## src/rtl/arith_pkg.sv

```systemverilog
// Shared arithmetic package for the ALU adder/subtractor pair.
// Holds the subtractor FSM state type and the default datapath geometry.
package arith_pkg;

    // Subtractor control states
    typedef enum logic [1:0] {
        IDLE = 2'd0,
        RUN  = 2'd1,
        DONE = 2'd2
    } sub_state_t;

    // Default operand width and bits handled per cycle
    localparam int ARITH_WIDTH = 32;
    localparam int ARITH_CHUNK = 8;

    // Number of RUN cycles needed to cover a full operand
    function automatic int chunk_count(input int width, input int chunk);
        return width / chunk;
    endfunction

endpackage

```

## src/rtl/sub_slice.sv

```systemverilog
// One CHUNK-wide slice of the subtractor: diff = a + ~b + cin, with carry out.
// A carry out of 1 means "no borrow" from this slice.
module sub_slice #(
    parameter int W = 8
) (
    input  logic [W-1:0] a_i,
    input  logic [W-1:0] b_i,
    input  logic         cin_i,
    output logic [W-1:0] diff_o,
    output logic         cout_o
);

    // Single short carry chain of W bits
    assign {cout_o, diff_o} = {1'b0, a_i} + {1'b0, ~b_i} + {{W{1'b0}}, cin_i};

endmodule

```

## src/rtl/serial_subtractor.sv

```systemverilog
// Multi-cycle two's-complement subtractor: RSub = DataA - DataB, CHUNK bits per
// clock, with the carry (inverted borrow) chained across cycles.
// Optional macro SUB_OVERFLOW_EN adds the signed Overflow output.
//
// Handshake: Start is sampled only in IDLE; the operands are captured on that
// same edge. Busy is high in RUN and DONE; Done pulses for exactly one cycle,
// and RSub/BorrowOut/Overflow are valid from that cycle until the next Done.
// Start while Busy is ignored (no queuing). rst wins over Start.
module serial_subtractor
    import arith_pkg::*;
#(
    parameter int WIDTH = ARITH_WIDTH,
    parameter int CHUNK = ARITH_CHUNK
) (
    input  logic             clk,
    input  logic             rst,
    input  logic             Start,
    input  logic [WIDTH-1:0] DataA,
    input  logic [WIDTH-1:0] DataB,
    output logic             Busy,
    output logic             Done,
    output logic [WIDTH-1:0] RSub,
    output logic             BorrowOut,
`ifdef SUB_OVERFLOW_EN
    output logic             Overflow,
`endif
    output sub_state_t       dbg_state_o
);

    localparam int N     = chunk_count(WIDTH, CHUNK);
    localparam int CNT_W = (N > 1) ? $clog2(N) : 1;
    localparam logic [CNT_W-1:0] LAST = CNT_W'(N - 1);

    // Refuse to build a geometry that cannot be tiled by whole slices
    if ((WIDTH % CHUNK) != 0) begin : g_bad_chunk
        $error("serial_subtractor: WIDTH must be a multiple of CHUNK");
    end

    sub_state_t       state_q, state_d;
    logic [CNT_W-1:0] cnt_q, cnt_d;
    logic [WIDTH-1:0] a_q, a_d;
    logic [WIDTH-1:0] b_q, b_d;
    logic             carry_q, carry_d;
    logic [WIDTH-1:0] shadow_q, shadow_d;
    logic [WIDTH-1:0] rsub_q, rsub_d;
    logic             borrow_q, borrow_d;
`ifdef SUB_OVERFLOW_EN
    logic             ovf_q, ovf_d;
`endif

    logic [CHUNK-1:0] slice_a;
    logic [CHUNK-1:0] slice_b;
    logic [CHUNK-1:0] slice_diff;
    logic             slice_cout;

    // Current chunk of each operand, selected by the chunk counter
    assign slice_a = a_q[int'(cnt_q)*CHUNK +: CHUNK];
    assign slice_b = b_q[int'(cnt_q)*CHUNK +: CHUNK];

    sub_slice #(
        .W (CHUNK)
    ) u_slice (
        .a_i    (slice_a),
        .b_i    (slice_b),
        .cin_i  (carry_q),
        .diff_o (slice_diff),
        .cout_o (slice_cout)
    );

    // Next-state logic: capture in IDLE, one chunk per RUN cycle, publish on DONE entry
    always_comb begin
        state_d  = state_q;
        cnt_d    = cnt_q;
        a_d      = a_q;
        b_d      = b_q;
        carry_d  = carry_q;
        shadow_d = shadow_q;
        rsub_d   = rsub_q;
        borrow_d = borrow_q;
`ifdef SUB_OVERFLOW_EN
        ovf_d    = ovf_q;
`endif
        case (state_q)
            IDLE: begin
                if (Start) begin
                    a_d     = DataA;
                    b_d     = DataB;
                    carry_d = 1'b1;   // the "+1" of A + ~B + 1
                    cnt_d   = '0;
                    state_d = RUN;
                end
            end
            RUN: begin
                shadow_d[int'(cnt_q)*CHUNK +: CHUNK] = slice_diff;
                carry_d = slice_cout;
                if (cnt_q == LAST) begin
                    // Full result only becomes visible here, never partially
                    state_d  = DONE;
                    rsub_d   = shadow_d;
                    borrow_d = ~slice_cout;
`ifdef SUB_OVERFLOW_EN
                    ovf_d    = (a_q[WIDTH-1] != b_q[WIDTH-1]) &&
                               (shadow_d[WIDTH-1] != a_q[WIDTH-1]);
`endif
                end else begin
                    cnt_d = cnt_q + 1'b1;
                end
            end
            DONE: begin
                state_d = IDLE;
            end
            default: begin
                state_d = IDLE;
            end
        endcase
    end

    // State and datapath registers; rst discards any operation in flight
    always_ff @(posedge clk) begin
        if (rst) begin
            state_q  <= IDLE;
            cnt_q    <= '0;
            a_q      <= '0;
            b_q      <= '0;
            carry_q  <= 1'b0;
            shadow_q <= '0;
            rsub_q   <= '0;
            borrow_q <= 1'b0;
`ifdef SUB_OVERFLOW_EN
            ovf_q    <= 1'b0;
`endif
        end else begin
            state_q  <= state_d;
            cnt_q    <= cnt_d;
            a_q      <= a_d;
            b_q      <= b_d;
            carry_q  <= carry_d;
            shadow_q <= shadow_d;
            rsub_q   <= rsub_d;
            borrow_q <= borrow_d;
`ifdef SUB_OVERFLOW_EN
            ovf_q    <= ovf_d;
`endif
        end
    end

    assign Busy        = (state_q == RUN) || (state_q == DONE);
    assign Done        = (state_q == DONE);
    assign RSub        = rsub_q;
    assign BorrowOut   = borrow_q;
`ifdef SUB_OVERFLOW_EN
    assign Overflow    = ovf_q;
`endif
    assign dbg_state_o = state_q;

endmodule
```

## config.mk

```make
export PLATFORM = sky130hd
export DESIGN_NAME = serial_subtractor
export DESIGN_NICKNAME = d
export VERILOG_FILES = /design/src/rtl/arith_pkg.sv /design/src/rtl/sub_slice.sv /design/src/rtl/serial_subtractor.sv
export SDC_FILE = /design/constraint.sdc
export NUM_CORES = 1
export LEC_CHECK = 0
export BUFFER_PORTS_ARGS = -buffer_cell sky130_fd_sc_hd__buf_2
export CORE_MARGIN = 4
export CORE_UTILIZATION = 57
export DETAILED_ROUTE_END_ITERATION = 6
export MAX_ROUTING_LAYER = met4
export PLACE_DENSITY = 0.81
export SLEW_MARGIN = 20
export SYNTH_ARGS = -nofsm -noshare
export SYNTH_HDL_FRONTEND = slang
export SYNTH_SLANG_ARGS = --single-unit
```

## constraint.sdc

```tcl
create_clock -name clk -period 8.2 [get_ports clk]
set_input_delay 0.41 -clock clk [delete_from_list [all_inputs] [get_ports clk]]
set_output_delay 0.41 -clock clk [all_outputs]
set_load 0.005 [all_outputs]
```

==> results.toml <==
[outcome]
run_status = "completed"

[timing]
maxSlewHeadroom_pct = 27.4
fin_skew_ns = 0.0111
rsz0062_at_grt = "false"
finalCritPeriodShare_pct = 43.4
tightest_slew_ns = 1.08
fin_crit_ns = 3.56
setup_viol = 0
finalHoldViolations = 0
max_freq_mhz = 281
worst_hold_slack_ns = 0.129
setup-tns-final_ns = 0
maxSlewViolCount = 0

[flow_run]
maxCapViolations = 0

[clock_network]
htreeDepth = 4
ctsResizeCount = 0
cts.path.max_buffers = 2
cts.hold.buffers_added = 0
postCtsSetupBuffers = 0
clkTransAtPathRegs_ns = 0.06
cts_inserted_buffers = 17
cts_tree = "built"
cts_sinks = 134
clk_latency_ns = 0.51
root_buffer = "clkbuf_8"

[setup_path]
path_buf_inv = 2
cp-start-kind = "register"
r2r-end = "RSub[14]"
path_depth = 10
cp.arrival_ns = 3.99
cp.required_ns = 8.63
cp-end-kind = "register"
reg2reg_slack_ns = 4.64
rr_startpoint = "cnt_q[1]"
crit_chain = "mux4_2 > inv_1 > fa_1 > inv_1 > fa_1 > a21o_1 > a221oi_2 > xnor2_1 > a221oi_1 > nor3_1"
r2r_cells = 10
critical_path_class = "reg -> reg"
critPathMaxStageDelay_ns = 0.99
crit_family = "flip-flops"
slowest_stage = "dfxtp_1"
crit_fanout = 22

[drt]
first_pass_iters = 5
drc = 0
antenna_left = 0
wl_mm = 14.3
dr_total_vias = 5231
viasPerCell = 5.84
routedWlPerCell_um = 16.0
first_iter_violations = 311

[power_and_ir_drop]
irDropWorstVdd_mv = 0.157
leakage_nw = 2.81
p_per_area_nw_per_um2 = 241

[worst_hold_path]
min_to = "b_q[11]"
worstHoldPathCells = 3
hp-class = "in -> reg"
worstHoldStart = "DataB[11]"

[logic_synthesis]
yosysTopAreaCell = "dfxtp_1"
syn_nets = 755
synthTopCellsByArea = "dfxtp_1 (46%), nand2_1 (9.2%), a21oi_1 (6.5%)"
synth_edf_count = 0
synth-seq-cells = 134
yosys.cell_count.top_type = "nand2_1"
netlist_top_cells_count = "nand2_1 (142), dfxtp_1 (134), a21oi_1 (76), nor2_1 (70), clkbuf_1 (39)"
ys.flop_type = "dfxtp_1"
yosysUniqueCellTypes = 48
yosysTopAreaCellShare_pct = 46.2
yosysWarnings = 0
syn_inst = 670
synth.avg_cell_area_um2 = 8.67
ys_seq_area_share_pct = 46.2
synth_area_um2 = 5810
synthArstFlopShare_pct = 0

[final_layout]
fin_nets = 835
n_fill_cell = 750
antennaDiodeCount = 0
area_delta_synth_final_pct = 19.3
layout-drive-gt1-share_pct = 21.5
finalNonFillerCells = 895

[die]
die_area_um2 = 11900
initial_core_util_pct = 58.9
die_y_um = 109
ios = 104
core_um2 = 9860
die_w_um = 109
rows = 36

[placement]
dp.cells = 864
numPortBuffers = 103
dp_hpwl_mm = 9.63
gp_congestion = 0.821

[grt]
grt_pass1_wl_mm = 23.3
grt_pass1_vias = 4985
grt_overflow = 0
antenna_found_initial = 0
grt_max_degree = 80
grtUsageTotal_pct = 25.4
placed cells by master, fill, tap and decap left out, types with 21 or more instances in the layout:
master / instances
nand2_1: 141
dfxtp_1: 134
buf_2: 102
a21oi_1: 76
nor2_1: 69
a22oi_1: 28
nor3_1: 25
inv_1: 22
a211oi_1: 22
a221oi_1: 21
state kept, by name, summed over array words and instances, names as in the netlist:
name / count
cnt_q: 2
RSub: 32
shadow_q: 32
BorrowOut: 1
b_q: 32
dbg_state_o: 2
a_q: 32
carry_q: 1
logic make-up (layout without fill, tap and decap cells):
| logic type | after synthesis | after routing | share of synthesized area [%] |
|---|---|---|---|
| adders and majority gates | 18 | 18 | 4.13 |
| AOI/OAI and AO/OA | 173 | 173 | 19.4 |
| xor gates and xnor gates | 3 | 3 | 0.452 |
| buffers and inverters | 69 | 161 | 4.63 |
| muxes | 18 | 18 | 6.57 |
| DFF | 134 | 134 | 46.2 |
| and+or+nand+nor | 255 | 255 | 18.6 |
through the flow:
step	area [um^2]	util (%)	total power, W	setup slack [ns]
floorplan	5810	-	0.000878	5.09
global placement	6350	64.3	0.000933	4.95
detailed placement	6350	64.3	0.000945	4.73
CTS	6920	70.2	0.00168	4.68
global route	6930	70.2	0.00173	4.50
finish	6930	70.2	0.00167	4.64
where the power goes:
part	internal [W]	switching (W)	total (W)
Sequential	0.000682	0.0000168	0.000699
Clock	0.000456	0.000279	0.000735
Combinational	0.0000852	0.000154	0.000239
Total	0.00122	0.000449	0.00167
layout make-up:
cell class | count | area [um^2] | share of cell area, %
Sequential cell | 134 | 2680 | 38.7
Inverter | 25 | 93.8 | 1.35
Multi-Input combinational cell | 467 | 2880 | 41.5
Timing Repair Buffer | 105 | 533 | 7.69
Clock buffer | 20 | 455 | 6.57
Tap cell | 133 | 166 | 2.40
Clock inverter | 11 | 123 | 1.77
worst register-to-register path, stage by stage, from the launching register on:
cell and delay, ns:
dfxtp_1 0.99, mux4_2 0.42, inv_1 0.10, fa_1 0.20, inv_1 0.06, fa_1 0.41
a21o_1 0.21, a221oi_2 0.31, xnor2_1 0.36, a221oi_1 0.18, nor3_1 0.24
per-layer routing:
layer	global-route usage [%]	wire length, um	up-vias
met5	-	0	-
met4	9.92	340	0
met3	5.80	961	33
met2	41.4	7140	200
met1	30.6	5860	2489
li1	-	-	2509
worst max path at each step:
stage | to | slack [ns] | startpoint
floorplan | RSub[12] | 5.09 | cnt_q[0]
global placement | RSub[6] | 4.95 | cnt_q[1]
detailed placement | RSub[30] | 4.73 | cnt_q[1]
CTS | RSub[14] | 4.68 | cnt_q[1]
global route | RSub[30] | 4.50 | cnt_q[1]
finish | RSub[14] | 4.64 | cnt_q[1]
Power figures use the tool's default switching activity.
